## src/rtl/hazard_ctrl_if.sv

```systemverilog
// rtl/hazard_ctrl_if.sv - ID-stage decode inputs and pipeline control outputs of the hazard controller
interface hazard_ctrl_if #(
    parameter int REG_AW = 5,
    parameter int CNT_W  = 32
);
    // ID-stage instruction description and memory handshake
    logic [REG_AW-1:0] id_rs1;
    logic [REG_AW-1:0] id_rs2;
    logic [REG_AW-1:0] id_rd;
    logic              rs1use;
    logic              rs2use;
    logic [1:0]        hazard_optype;
    logic              Branch_ID;
    logic              mem_ack;

    // Pipeline control produced by the controller
    logic [1:0]        forward_ctrl_A;
    logic [1:0]        forward_ctrl_B;
    logic              forward_ctrl_ls;
    logic              mem_req;
    logic              stall_PC;
    logic              stall_IFID;
    logic              stall_IDEX;
    logic              stall_EXMEM;
    logic              stall_MEMWB;
    logic              flush_IFID;
    logic              flush_IDEX;
    logic [CNT_W-1:0]  stall_cnt;
    logic [CNT_W-1:0]  flush_cnt;

    modport master (
        output id_rs1, id_rs2, id_rd, rs1use, rs2use, hazard_optype, Branch_ID, mem_ack,
        input  forward_ctrl_A, forward_ctrl_B, forward_ctrl_ls, mem_req,
        input  stall_PC, stall_IFID, stall_IDEX, stall_EXMEM, stall_MEMWB,
        input  flush_IFID, flush_IDEX, stall_cnt, flush_cnt
    );

    modport slave (
        input  id_rs1, id_rs2, id_rd, rs1use, rs2use, hazard_optype, Branch_ID, mem_ack,
        output forward_ctrl_A, forward_ctrl_B, forward_ctrl_ls, mem_req,
        output stall_PC, stall_IFID, stall_IDEX, stall_EXMEM, stall_MEMWB,
        output flush_IFID, flush_IDEX, stall_cnt, flush_cnt
    );
endinterface

```

## src/rtl/hazard_ctrl.sv

```systemverilog
// rtl/hazard_ctrl.sv - 5-stage pipeline hazard controller: forwarding, load-use/memory stalls, branch flush
module hazard_ctrl #(
    parameter int REG_AW = 5,
    parameter int CNT_W  = 32
) (
    input  logic         clk,
    input  logic         rst_n,
    hazard_ctrl_if.slave hz
);
    localparam logic [1:0] OP_NONE  = 2'b00;
    localparam logic [1:0] OP_ALU   = 2'b01;
    localparam logic [1:0] OP_LOAD  = 2'b10;
    localparam logic [1:0] OP_STORE = 2'b11;

    localparam logic [1:0] FWD_RF   = 2'b00;
    localparam logic [1:0] FWD_EX   = 2'b01;
    localparam logic [1:0] FWD_MEM  = 2'b10;
    localparam logic [1:0] FWD_LD   = 2'b11;

    // One scoreboard entry: destination, hazard op type and store-data source register
    typedef struct packed {
        logic [REG_AW-1:0] rd;
        logic [1:0]        op;
        logic [REG_AW-1:0] rs2;
    } slot_t;

    localparam slot_t BUBBLE = '0;

    typedef enum logic {
        MEM_IDLE = 1'b0,
        MEM_WAIT = 1'b1
    } mem_state_t;

    // WB only needs rd/op: its rs2 is never consulted
    slot_t             ex_q, ex_d;
    slot_t             mem_q, mem_d;
    logic [REG_AW-1:0] wb_rd_q, wb_rd_d;
    logic [1:0]        wb_op_q, wb_op_d;
    mem_state_t        state_q, state_d;
    logic [CNT_W-1:0]  stall_cnt_q, stall_cnt_d;
    logic [CNT_W-1:0]  flush_cnt_q, flush_cnt_d;

    logic mem_access;
    logic mem_busy;
    logic load_use_rs1;
    logic load_use_rs2;
    logic load_use;
    logic branch_flush;

    // A slot with rd==x0 never produces a value, so it matches nothing
    function automatic logic slot_hit(input slot_t s, input logic [1:0] op,
                                      input logic [REG_AW-1:0] rs);
        return (s.rd != '0) && (s.op == op) && (s.rd == rs);
    endfunction

    // Youngest producer wins: EX ALU result, then MEM ALU result, then MEM load data
    function automatic logic [1:0] fwd_sel(input logic use_rs, input logic [REG_AW-1:0] rs,
                                           input slot_t ex_s, input slot_t mem_s);
        logic [1:0] sel;
        sel = FWD_RF;
        if (use_rs && (rs != '0)) begin
            if (slot_hit(ex_s, OP_ALU, rs)) begin
                sel = FWD_EX;
            end else if (slot_hit(mem_s, OP_ALU, rs)) begin
                sel = FWD_MEM;
            end else if (slot_hit(mem_s, OP_LOAD, rs)) begin
                sel = FWD_LD;
            end
        end
        return sel;
    endfunction

    // Hazard detection with priority memory wait > load-use > taken branch
    always_comb begin
        mem_access   = (mem_q.op == OP_LOAD) || (mem_q.op == OP_STORE);
        mem_busy     = mem_access && !hz.mem_ack;
        load_use_rs1 = hz.rs1use && slot_hit(ex_q, OP_LOAD, hz.id_rs1);
        // Store data can be forwarded later from WB, so a store's rs2 never stalls
        load_use_rs2 = hz.rs2use && (hz.hazard_optype != OP_STORE)
                       && slot_hit(ex_q, OP_LOAD, hz.id_rs2);
        load_use     = !mem_busy && (load_use_rs1 || load_use_rs2);
        branch_flush = !mem_busy && !load_use && hz.Branch_ID;
    end

    // Memory FSM state register
    always_ff @(posedge clk or negedge rst_n) begin
        if (!rst_n) begin
            state_q <= MEM_IDLE;
        end else begin
            state_q <= state_d;
        end
    end

    // Memory FSM next state: enter WAIT on an unacknowledged access, leave on ack
    always_comb begin
        state_d = state_q;
        case (state_q)
            MEM_IDLE: if (mem_busy)   state_d = MEM_WAIT;
            MEM_WAIT: if (hz.mem_ack) state_d = MEM_IDLE;
            default:                  state_d = MEM_IDLE;
        endcase
    end

    // Memory FSM output: request follows the MEM op and is held throughout WAIT
    always_comb begin
        hz.mem_req = mem_access || (state_q == MEM_WAIT);
    end

    // Scoreboard advance: hold on memory wait, bubble into EX on load-use
    always_comb begin
        ex_d    = ex_q;
        mem_d   = mem_q;
        wb_rd_d = wb_rd_q;
        wb_op_d = wb_op_q;
        if (!mem_busy) begin
            mem_d   = ex_q;
            wb_rd_d = mem_q.rd;
            wb_op_d = mem_q.op;
            if (load_use) begin
                ex_d = BUBBLE;
            end else begin
                ex_d.rd  = hz.id_rd;
                ex_d.op  = hz.hazard_optype;
                ex_d.rs2 = hz.id_rs2;
            end
        end
    end

    // Scoreboard registers
    always_ff @(posedge clk or negedge rst_n) begin
        if (!rst_n) begin
            ex_q    <= BUBBLE;
            mem_q   <= BUBBLE;
            wb_rd_q <= '0;
            wb_op_q <= OP_NONE;
        end else begin
            ex_q    <= ex_d;
            mem_q   <= mem_d;
            wb_rd_q <= wb_rd_d;
            wb_op_q <= wb_op_d;
        end
    end

    // Saturating event counters: they stick at all-ones rather than wrap
    always_comb begin
        stall_cnt_d = stall_cnt_q;
        flush_cnt_d = flush_cnt_q;
        if ((mem_busy || load_use) && (stall_cnt_q != '1)) begin
            stall_cnt_d = stall_cnt_q + CNT_W'(1);
        end
        if (branch_flush && (flush_cnt_q != '1)) begin
            flush_cnt_d = flush_cnt_q + CNT_W'(1);
        end
    end

    // Counter registers
    always_ff @(posedge clk or negedge rst_n) begin
        if (!rst_n) begin
            stall_cnt_q <= '0;
            flush_cnt_q <= '0;
        end else begin
            stall_cnt_q <= stall_cnt_d;
            flush_cnt_q <= flush_cnt_d;
        end
    end

    // Pipeline stall/flush and forwarding outputs
    always_comb begin
        hz.stall_PC    = 1'b0;
        hz.stall_IFID  = 1'b0;
        hz.stall_IDEX  = 1'b0;
        hz.stall_EXMEM = 1'b0;
        hz.stall_MEMWB = 1'b0;
        hz.flush_IFID  = 1'b0;
        hz.flush_IDEX  = 1'b0;
        if (mem_busy) begin
            hz.stall_PC    = 1'b1;
            hz.stall_IFID  = 1'b1;
            hz.stall_IDEX  = 1'b1;
            hz.stall_EXMEM = 1'b1;
            hz.stall_MEMWB = 1'b1;
        end else if (load_use) begin
            hz.stall_PC    = 1'b1;
            hz.stall_IFID  = 1'b1;
            hz.flush_IDEX  = 1'b1;
        end else if (branch_flush) begin
            hz.flush_IFID  = 1'b1;
        end
        hz.forward_ctrl_A  = fwd_sel(hz.rs1use, hz.id_rs1, ex_q, mem_q);
        hz.forward_ctrl_B  = fwd_sel(hz.rs2use, hz.id_rs2, ex_q, mem_q);
        hz.forward_ctrl_ls = (mem_q.op == OP_STORE) && (wb_op_q == OP_LOAD)
                             && (wb_rd_q != '0) && (mem_q.rs2 == wb_rd_q);
        hz.stall_cnt       = stall_cnt_q;
        hz.flush_cnt       = flush_cnt_q;
    end
endmodule

```

## src/flat_wrapper.sv

```systemverilog
// flat-port wrapper written by rule: the top's interface ports become plain ports
module hazard_ctrl_flat 
#(
    parameter int REG_AW = 5,
    parameter int CNT_W  = 32
)
  (clk, rst_n, hz_id_rs1, hz_id_rs2, hz_id_rd, hz_rs1use, hz_rs2use, hz_hazard_optype, hz_Branch_ID, hz_mem_ack, hz_forward_ctrl_A, hz_forward_ctrl_B, hz_forward_ctrl_ls, hz_mem_req, hz_stall_PC, hz_stall_IFID, hz_stall_IDEX, hz_stall_EXMEM, hz_stall_MEMWB, hz_flush_IFID, hz_flush_IDEX, hz_stall_cnt, hz_flush_cnt);
  hazard_ctrl_if #(.REG_AW(REG_AW), .CNT_W(CNT_W)) hz_i ();
  input  logic clk;
  input  logic rst_n;
  input wire logic [$bits(hz_i.id_rs1)-1:0] hz_id_rs1;
  input wire logic [$bits(hz_i.id_rs2)-1:0] hz_id_rs2;
  input wire logic [$bits(hz_i.id_rd)-1:0] hz_id_rd;
  input wire logic [$bits(hz_i.rs1use)-1:0] hz_rs1use;
  input wire logic [$bits(hz_i.rs2use)-1:0] hz_rs2use;
  input wire logic [$bits(hz_i.hazard_optype)-1:0] hz_hazard_optype;
  input wire logic [$bits(hz_i.Branch_ID)-1:0] hz_Branch_ID;
  input wire logic [$bits(hz_i.mem_ack)-1:0] hz_mem_ack;
  output wire logic [$bits(hz_i.forward_ctrl_A)-1:0] hz_forward_ctrl_A;
  output wire logic [$bits(hz_i.forward_ctrl_B)-1:0] hz_forward_ctrl_B;
  output wire logic [$bits(hz_i.forward_ctrl_ls)-1:0] hz_forward_ctrl_ls;
  output wire logic [$bits(hz_i.mem_req)-1:0] hz_mem_req;
  output wire logic [$bits(hz_i.stall_PC)-1:0] hz_stall_PC;
  output wire logic [$bits(hz_i.stall_IFID)-1:0] hz_stall_IFID;
  output wire logic [$bits(hz_i.stall_IDEX)-1:0] hz_stall_IDEX;
  output wire logic [$bits(hz_i.stall_EXMEM)-1:0] hz_stall_EXMEM;
  output wire logic [$bits(hz_i.stall_MEMWB)-1:0] hz_stall_MEMWB;
  output wire logic [$bits(hz_i.flush_IFID)-1:0] hz_flush_IFID;
  output wire logic [$bits(hz_i.flush_IDEX)-1:0] hz_flush_IDEX;
  output wire logic [$bits(hz_i.stall_cnt)-1:0] hz_stall_cnt;
  output wire logic [$bits(hz_i.flush_cnt)-1:0] hz_flush_cnt;
  assign hz_i.id_rs1 = hz_id_rs1;
  assign hz_i.id_rs2 = hz_id_rs2;
  assign hz_i.id_rd = hz_id_rd;
  assign hz_i.rs1use = hz_rs1use;
  assign hz_i.rs2use = hz_rs2use;
  assign hz_i.hazard_optype = hz_hazard_optype;
  assign hz_i.Branch_ID = hz_Branch_ID;
  assign hz_i.mem_ack = hz_mem_ack;
  assign hz_forward_ctrl_A = hz_i.forward_ctrl_A;
  assign hz_forward_ctrl_B = hz_i.forward_ctrl_B;
  assign hz_forward_ctrl_ls = hz_i.forward_ctrl_ls;
  assign hz_mem_req = hz_i.mem_req;
  assign hz_stall_PC = hz_i.stall_PC;
  assign hz_stall_IFID = hz_i.stall_IFID;
  assign hz_stall_IDEX = hz_i.stall_IDEX;
  assign hz_stall_EXMEM = hz_i.stall_EXMEM;
  assign hz_stall_MEMWB = hz_i.stall_MEMWB;
  assign hz_flush_IFID = hz_i.flush_IFID;
  assign hz_flush_IDEX = hz_i.flush_IDEX;
  assign hz_stall_cnt = hz_i.stall_cnt;
  assign hz_flush_cnt = hz_i.flush_cnt;
  hazard_ctrl #(.REG_AW(REG_AW), .CNT_W(CNT_W)) u_core (.clk(clk), .rst_n(rst_n), .hz(hz_i));
endmodule
```

## config.mk

```make
export PLATFORM = sky130hd
export DESIGN_NAME = hazard_ctrl_flat
export DESIGN_NICKNAME = d
export VERILOG_FILES = /design/src/rtl/hazard_ctrl_if.sv /design/src/rtl/hazard_ctrl.sv /design/src/flat_wrapper.sv
export SDC_FILE = /design/constraint.sdc
export NUM_CORES = 1
export LEC_CHECK = 0
export CAP_MARGIN = 20
export CORE_ASPECT_RATIO = 1.75
export CORE_MARGIN = 4
export CORE_UTILIZATION = 25
export CTS_BUF_LIST = sky130_fd_sc_hd__clkbuf_4 sky130_fd_sc_hd__clkbuf_8
export DETAILED_ROUTE_END_ITERATION = 10
export SLEW_MARGIN = 20
export SYNTH_ARGS = -nofsm -noshare
export SYNTH_HDL_FRONTEND = slang
export SYNTH_SLANG_ARGS = --single-unit
```

## constraint.sdc

```tcl
create_clock -name clk -period 3.54 [get_ports clk]
set_input_delay 0.708 -clock clk [delete_from_list [all_inputs] [get_ports clk]]
set_output_delay 0.708 -clock clk [all_outputs]
set_load 0.02 [all_outputs]
```

# ---- Yosys cells after proc, flatten, opt, wreduce, memory -nomap -nowiden
# Index checks and enable logic that the tools add are counted.
dict set report totals {
  inputBits 23
  ff_bits 96
  out_inout_bits 77
}
dict set report classes {
  bitwise 1
  eq_ne 14
  n_reduce_logical 38
  n_mux 18
  n_addsub 2
}
# op count
set ops {}
lappend ops {{adder 32 x 1 -> 32 bit (second input constant)} 2}
lappend ops {{!= test 32 bit (second input constant)} 2}
lappend ops {{logical AND 1 bit} 26}
lappend ops {{equality test 5 bit} 5}
lappend ops {{nonzero test 5 bit} 5}
lappend ops {{2-to-1 mux 2 bit} 8}
lappend ops {{2-to-1 mux 12 bit} 1}
lappend ops {{equality test 2 bit (second input constant)} 4}
lappend ops {{2-to-1 mux 1 bit} 8}
lappend ops {{equality test 2 x 1 -> 1 bit (second input constant)} 2}
lappend ops {{logical OR 1 bit} 4}
lappend ops {{logical NOT 1 bit} 3}
lappend ops {{!= test 2 bit (second input constant)} 1}
lappend ops {{case mux 1 bit (2 select lines)} 1}
lappend ops {{inverter 1 bit} 1}

# ---- Logic depth before layout (Yosys ltp)
# Gate-level depths: netlist (run 1).
dict set report depth {
  word_depth 12
  ltp_mapped 9
}

# ---- Worst setup path after synthesis (run 1)
# No wires, ideal clock.
dict set report synth_timing {
  kind {input -> output}
  from {in hz_id_rs1[2]}
  to {out hz_forward_ctrl_A[0]}
  n_path_buf 0
  required_ps 2832
  setup_slack_ps 704
  cell_stages 5
  t_arrival_ps 2128
  path_cell_list {xor2_1 -> nor3_1 -> nand3_1 -> or4b_2 -> a21oi_1}
}
dict set report synth_via {
  elab_chain_len 6
}
# item line
set synth_rtl {}
lappend synth_rtl {{start: declaration} flat_wrapper.sv:11} ;# input wire logic [$bits(hz_i.id_rs1)-1:0] hz_id_rs1;
lappend synth_rtl {{equality test 5 bit} hazard_ctrl.sv:53} ;# return (s.rd != '0) && (s.op == op) && (s.rd == rs);
lappend synth_rtl {{logical AND 1 bit} hazard_ctrl.sv:53}
lappend synth_rtl {{2-to-1 mux 2 bit} hazard_ctrl.sv:66} ;# end else if (slot_hit(mem_s, OP_LOAD, rs)) begin
lappend synth_rtl {{2-to-1 mux 2 bit} hazard_ctrl.sv:64} ;# end else if (slot_hit(mem_s, OP_ALU, rs)) begin
lappend synth_rtl {{2-to-1 mux 2 bit} hazard_ctrl.sv:62} ;# if (slot_hit(ex_s, OP_ALU, rs)) begin
lappend synth_rtl {{2-to-1 mux 2 bit (*)} hazard_ctrl.sv:61} ;# if (use_rs && (rs != '0)) begin
lappend synth_rtl {{end: declaration} flat_wrapper.sv:19} ;# output wire logic [$bits(hz_i.forward_ctrl_A)-1:0] hz_forward_ctrl_A;
# Mark *: on every way between the ends. The rest lies on a longest branch, timed or not.

# ---- Worst setup path after layout (run 1)
dict set report layout_timing {
  from {in hz_id_rs2[2]}
  to {out hz_forward_ctrl_B[0]}
}
dict set report layout_via {
  elab_chain_len 6
}
# item line
set layout_rtl {}
lappend layout_rtl {{start: declaration} flat_wrapper.sv:12} ;# input wire logic [$bits(hz_i.id_rs2)-1:0] hz_id_rs2;
lappend layout_rtl {{equality test 5 bit} hazard_ctrl.sv:53}
lappend layout_rtl {{logical AND 1 bit} hazard_ctrl.sv:53}
lappend layout_rtl {{2-to-1 mux 2 bit} hazard_ctrl.sv:66}
lappend layout_rtl {{2-to-1 mux 2 bit} hazard_ctrl.sv:64}
lappend layout_rtl {{2-to-1 mux 2 bit} hazard_ctrl.sv:62}
lappend layout_rtl {{2-to-1 mux 2 bit (*)} hazard_ctrl.sv:61}
lappend layout_rtl {{end: declaration} flat_wrapper.sv:20} ;# output wire logic [$bits(hz_i.forward_ctrl_B)-1:0] hz_forward_ctrl_B;
# Marked as above.

==> flow_metrics.env, run 1 <==
export IMPL_outcome="completed"
export IMPL_setup_viol=0
export IMPL_die_area_sq_um=21800
export IMPL_cts_sinks=96
export IMPL_cts_root_buf="clkbuf_8"
export IMPL_power_leakage_nw=2.84
export IMPL_wl_per_cell_um=15.5
export IMPL_worstSetupStartpointType="input port"
export IMPL_worstPathCellList="clkdlybuf4s50_1 -> xor2_1 -> nor3_1 -> nand3_1 -> or4b_2 -> a21oi_2 -> buf_2"
export IMPL_synth_seq_cells=96
export IMPL_fp_dieW_um=113
export IMPL_dp_slack_ns=-0.368
export IMPL_synthTopCellsByCount="dfrtp_1, nand2_1, xnor2_1"
export IMPL_synth_most_common_cell="dfrtp_1"
export IMPL_max_freq_mhz=294
export IMPL_path_delay_family="simple AND/OR/NAND/NOR gates"
export IMPL_drive_gt1_share_pct=11.4
export IMPL_yosys_top_cells_area="dfrtp_1, xnor2_1, xor2_1"
export IMPL_p_per_area_nw_per_um2=453
export IMPL_ios=100
export IMPL_cts_resized=4
export IMPL_required_ns=2.83
export IMPL_hpwlAfterDp_mm=9.71
export IMPL_syn_avg_cell_area_sq_um=10.2
export IMPL_yosysTopAreaCell="dfrtp_1"
export IMPL_grt_pass1_vias=4020
export IMPL_relSlewSlack_pct=49.3
export IMPL_ys_warnings_count=0
export IMPL_grt_pass1_wl_mm=21.3
export IMPL_cp_num_cells=7
export IMPL_hold_viol=0
export IMPL_ys_flop_type="dfrtp_1"
export IMPL_path_buf_inv=2
export IMPL_yosysTopAreaCellShare_pct=49.4
export IMPL_p_total_mw=2.93
export IMPL_ys_seq_area_share_pct=49.4
export IMPL_slew_viol_final=0
export IMPL_grt_overflow=0
export IMPL_area_growth_pct=32.9
export IMPL_core_sq_um=19100
export IMPL_setup_slack_ns=0.139
export IMPL_port_buffers=99
export IMPL_reg2reg_depth=7
export IMPL_rsz0062_at_grt="false"
export IMPL_multi_input_area_sq_um=2340
export IMPL_synth_edf_count=0
export IMPL_ys_types=47
export IMPL_insertedDiodeCount=0
export IMPL_slowest_delay_ns=0.64
export IMPL_post_cts_setup_buffer_count=0
export IMPL_vias_per_cell=4.55
export IMPL_syn_nets=500
export IMPL_drcViolationCount=0
export IMPL_synth_cells=475
export IMPL_gp_congestion=0.809
export IMPL_hold_class="input port to asynchronous set/reset pin"
export IMPL_drt_iter0_markers=151
export IMPL_insertion_delay_ns=0.36
export IMPL_h_tree_depth=3
export IMPL_initial_core_util_pct=25.4
export IMPL_hold_buffers=0
export IMPL_regArea_sq_um=2400
export IMPL_max_cap_violations=0
export IMPL_fin_crit_sh_pct=96.1
export IMPL_async_flop_share_pct=100
export IMPL_routed_wl_mm=13.0
export IMPL_grt_usage_pct=12.3
export IMPL_vdd_drop_max_mv=0.282
export IMPL_cts_tree="yes"
export IMPL_first_pass_iters=4
export IMPL_fillerInstances=1989
export IMPL_antenna_found_initial=0
export IMPL_clk_path_buf_depth=2
export IMPL_nNetsFinal=614
export IMPL_cp_arrival_ns=2.69
export IMPL_ant_nets=0
export IMPL_synthesis_area_sq_um=4860
export IMPL_min_period_ns=3.40
export IMPL_crit_fanout=2
export IMPL_die_y_um=193
export IMPL_worst_pin_slew_ns=0.760
export IMPL_cp_slowest_cell="or4b_2"
export IMPL_finClkSkew_ns=0.0135
export IMPL_end_kind="output port"
export IMPL_critical_path_class="input port to output port"
export IMPL_grt_max_degree=83
export IMPL_num_rows=67
export IMPL_clk_pin_slew_worst_paths_ns=0.10
export IMPL_cts_made_buffers=9
export IMPL_num_vias=3799
-- path summary, 6_finish.rpt --
path / to / start / slack (ns)
worst max-delay path: hz_forward_ctrl_B[0] / hz_id_rs2[2] / 0.14
worst min-delay path: u_core.hz.flush_cnt[29]$_DFFE_PN0P_ / rst_n / 0.39
worst max register to register: u_core.hz.stall_cnt[21]$_DFFE_PN0P_ / u_core.hz.stall_cnt[0]$_DFFE_PN0P_ / 0.99
worst min register to register: u_core.wb_op_q[0]$_DFFE_PN0P_ / u_core.wb_op_q[0]$_DFFE_PN0P_ / 0.47
max in group asynchronous: u_core.hz.flush_cnt[10]$_DFFE_PN0P_ / rst_n / 2.52
min in group clk: u_core.wb_op_q[0]$_DFFE_PN0P_ / u_core.wb_op_q[0]$_DFFE_PN0P_ / 0.47
-- through the flow --
stage	cells	cell area (sq um)	utilization [%]	hold slack, ns	setup TNS (ns)
finish	835	6460	33.8	0.388	0
CTS	835	6440	33.7	0.477	-0.0177
global route	835	6460	33.8	0.427	0
global placement	819	6210	32.5	0.442	-0.700
detailed placement	819	6210	32.5	0.455	-0.636
floorplan	475	4860	-	0.412	0
-- final cells by class --
cell class	instances	area share (%)
Clock inverter	6	1.39
Multi-Input combinational cell	354	36.3
Inverter	5	0.290
Tap cell	241	4.67
Timing Repair Buffer	123	18.2
Clock buffer	10	2.03
Sequential cell	96	37.2
-- placed cells by master, fill, tap and decap left out, types with 5 or more instances in the layout --
master / count
dfrtp_1: 96
clkdlybuf4s50_1: 91
nand2_1: 83
xnor2_1: 48
xor2_1: 39
nand3_1: 33
buf_4: 24
nor3_1: 20
nor2_1: 19
nand4_1: 16
nor4_1: 14
a22o_1: 12
clkbuf_8: 9
and4_1: 7
and3_1: 6
inv_1: 5
dlymetal6s2s_1: 5
-- sequential cells by signal (all words and copies together) (netlist names) --
name,cells
u_core.wb_rd_q,5
u_core.hz.flush_cnt,32
u_core.mem_q,12
u_core.hz.stall_cnt,32
u_core.state_q,1
u_core.ex_q,12
u_core.wb_op_q,2
-- logic make-up after synthesis --
family	count (synthesis)	synth area share [%]
AOI/OAI and AO/OA	22	3.55
xor gates and xnor gates	87	15.7
adders and majority gates	2	0.514
buffers and inverters	25	2.98
DFF	96	49.4
muxes	2	0.463
and+or+nand+nor	241	27.4
-- where the power goes --
part	internal, mW	switching, mW	leakage, nW
clock network	0.411	0.408	0.111
logic	0.343	0.368	1.47
registers	1.23	0.168	1.26
-- routing by layer --
metal	global-route usage, %	vias up	part of all wire [%]
li1	-	1883	-
met1	14.0	1828	39
met2	22.7	72	55
met3	2.42	16	3.4
met4	4.44	0	2.5
met5	0	-	0
(Power assumes the default switching activity.)
==> inputs of run 2 (changes only) <==
--- a/config.mk
+++ b/config.mk
@@ -11,6 +11,7 @@
 export CORE_UTILIZATION = 25
 export CTS_BUF_LIST = sky130_fd_sc_hd__clkbuf_4 sky130_fd_sc_hd__clkbuf_8
 export DETAILED_ROUTE_END_ITERATION = 10
+export RECOVER_POWER = 25
 export SLEW_MARGIN = 20
 export SYNTH_ARGS = -nofsm -noshare
 export SYNTH_HDL_FRONTEND = slang
==> run 2 against run 1 <==
The flow now finishes with violations (capacitance limit, slew limit). Largest cell class unchanged. Worst hold slack gained 0.085 ns. Register-to-register slack is essentially flat. Power is essentially flat. Die area is the same. Design area is essentially flat. Largest power group unchanged.
==> flow_metrics.env, run 2 (same netlist as run 1, synthesis figures left out) <==
export IMPL_rsz0062_at_grt="false"
export IMPL_drive_gt1_share_pct=11.4
export IMPL_final_area_sq_um=6460
export IMPL_grt_overflow=0
export IMPL_port_buffers=99
export IMPL_fp_dieW_um=113
export IMPL_routed_wl_mm=13.0
export IMPL_die_area_sq_um=21800
export IMPL_cts_made_buffers=9
export IMPL_cts_root_buf="clkbuf_8"
export IMPL_grt_pass1_vias=4020
export IMPL_min_period_ns=3.40
export IMPL_vdd_drop_max_mv=0.282
export IMPL_cp_slowest_cell="or4b_2"
export IMPL_max_cap_violations=1
export IMPL_num_rows=67
export IMPL_final_cell_mix="dfrtp_1, clkdlybuf4s50_1, nand2_1, xnor2_1, xor2_1"
export IMPL_h_tree_depth=3
export IMPL_max_freq_mhz=294
export IMPL_hold_class="flip-flop to flip-flop"
export IMPL_seqPwrFrac_pct=47.8
export IMPL_internal_power_mw=1.98
export IMPL_first_pass_iters=4
export IMPL_area_growth_pct=32.8
export IMPL_startpoint="hz_id_rs2[2]"
export IMPL_grt_pass1_wl_mm=21.3
export IMPL_grt_use_met3_pct=2.42
export IMPL_cts_tree="yes"
export IMPL_clk_pin_slew_worst_paths_ns=0.09
export IMPL_worst_pin_slew_ns=2.08
export IMPL_p_sw_share_pct=32.2
export IMPL_worstPathCellList="clkdlybuf4s50_1 -> xor2_1 -> nor3_1 -> nand3_1 -> or4b_2 -> a21oi_2 -> buf_2"
export IMPL_regToRegEndpoint="u_core.hz.stall_cnt[21]$_DFFE_PN0P_"
export IMPL_setup_viol=0
export IMPL_relSlewSlack_pct=-38.8
export IMPL_p_per_area_nw_per_um2=453
export IMPL_slew_viol_final=83
export IMPL_hpwlAfterDp_mm=9.71
export IMPL_insertedDiodeCount=0
export IMPL_place_area_sq_um=6210
export IMPL_num_vias=3799
export IMPL_rr_startpoint="u_core.hz.stall_cnt[0]$_DFFE_PN0P_"
export IMPL_initial_core_util_pct=25.4
export IMPL_gp_congestion=0.809
export IMPL_power_leakage_nw=2.84
export IMPL_endpoint="hz_forward_ctrl_B[0]"
export IMPL_core_sq_um=19100
export IMPL_fin_crit_sh_pct=96.1
export IMPL_grt_max_degree=83
export IMPL_p_switching_mw=0.943
export IMPL_cts_sinks=96
export IMPL_holdWs_ns=0.474
export IMPL_antenna_found_initial=0
export IMPL_final_common_cell="dfrtp_1"
export IMPL_grt_busiest_layer="met2"
export IMPL_violations="capacitance limit, slew limit"
export IMPL_hold_viol=0
export IMPL_power_share_combinational_pct=24.3
export IMPL_cp_arrival_ns=2.69
export IMPL_met2_usage_pct=22.7
export IMPL_end_kind="output port"
export IMPL_worstSetupStartpointType="input port"
export IMPL_r2r_slack_ns=0.99
export IMPL_wl_per_cell_um=15.5
export IMPL_clk_path_buf_depth=2
export IMPL_p_total_mw=2.93
export IMPL_clkPwrFrac_pct=28.0
export IMPL_insertion_delay_ns=0.36
export IMPL_grt_usage_pct=12.3
export IMPL_slowest_delay_ns=0.64
export IMPL_reg2reg_depth=7
export IMPL_outcome="finished, violations left"
export IMPL_crit_fanout=2
export IMPL_ant_nets=0
export IMPL_critical_path_class="input port to output port"
export IMPL_finClkSkew_ns=0.0135
export IMPL_nNetsFinal=614
export IMPL_ios=100
export IMPL_use_met1_pct=14.0
export IMPL_drt_iter0_markers=151
export IMPL_die_y_um=193
export IMPL_vias_per_cell=4.55
export IMPL_required_ns=2.83
export IMPL_hold_buffers=0
export IMPL_drcViolationCount=0
[run 2: changes by cell type in the layout (fill, tap and decap cells not counted)]
cell      previous run  this run
clkbuf_2             1         2
buf_6                1         0
[run 2: critical path: cells and delay by family]
family	cells	cell delay, ns
buf+inv	2	0.63
simple gates	3	0.98
xor+xnor	1	0.17
compound gates	1	0.21
[run 2: how the worst min path moves through the flow]
stage / start / end / slack (ns) / depth (start not counted)
finish: u_core.wb_op_q[0]$_DFFE_PN0P_ / u_core.wb_op_q[0]$_DFFE_PN0P_ / 0.47 / 2
global route: u_core.wb_op_q[0]$_DFFE_PN0P_ / u_core.wb_op_q[0]$_DFFE_PN0P_ / 0.51 / 2
CTS: u_core.wb_op_q[0]$_DFFE_PN0P_ / u_core.wb_op_q[0]$_DFFE_PN0P_ / 0.48 / 2
detailed placement: u_core.wb_op_q[0]$_DFFE_PN0P_ / u_core.wb_op_q[0]$_DFFE_PN0P_ / 0.46 / 2
global placement: u_core.wb_op_q[0]$_DFFE_PN0P_ / u_core.wb_op_q[0]$_DFFE_PN0P_ / 0.44 / 2
floorplan: rst_n / u_core.ex_q[0]$_DFFE_PN0P_ / 0.41 / 0
[run 2: per-stage QoR]
step / setup slack, ns / setup TNS [ns] / util (%) / instances
after global routing: 0.0652 / 0 / 33.8 / 835
final: 0.139 / 0 / 33.8 / 835
after floorplan: 0.704 / 0 / - / 475
after detailed placement: -0.368 / -0.636 / 32.5 / 819
after CTS: -0.0177 / -0.0177 / 33.7 / 835
after global placement: -0.396 / -0.700 / 32.5 / 819
[run 2: layer usage]
layer	up-vias	share of wire (%)
li1	1883	-
met1	1828	39
met2	72	55
met3	16	3.4
met4	0	2.5
met5	-	0
[run 2: area by class of cell]
cell class / instances / area (sq um)
Fill cell: 1988 / 12700
Inverter: 5 / 18.8
Timing Repair Buffer: 123 / 1170
Multi-Input combinational cell: 354 / 2340
Sequential cell: 96 / 2400
Clock buffer: 10 / 131
Clock inverter: 6 / 90.1
Tap cell: 241 / 302
[run 2: timing repair]
| action | CTS | global route |
|---|---|---|
| setup buffers | 0 | 0 |
| cloned | 0 | 0 |
| resized for setup | 4 | 13 |
| endpoints found under the setup margin | 2 | 7 |
[run 2: power groups by stage]
stage	Sequential [mW]	Combinational (mW)	Clock [mW]
final	1.40	0.710	0.818
after global placement	1.42	0.710	0
after global routing	1.42	0.786	0.895
after detailed placement	1.42	0.720	0
after CTS	1.40	0.723	0.851
after floorplan	1.46	0.327	0
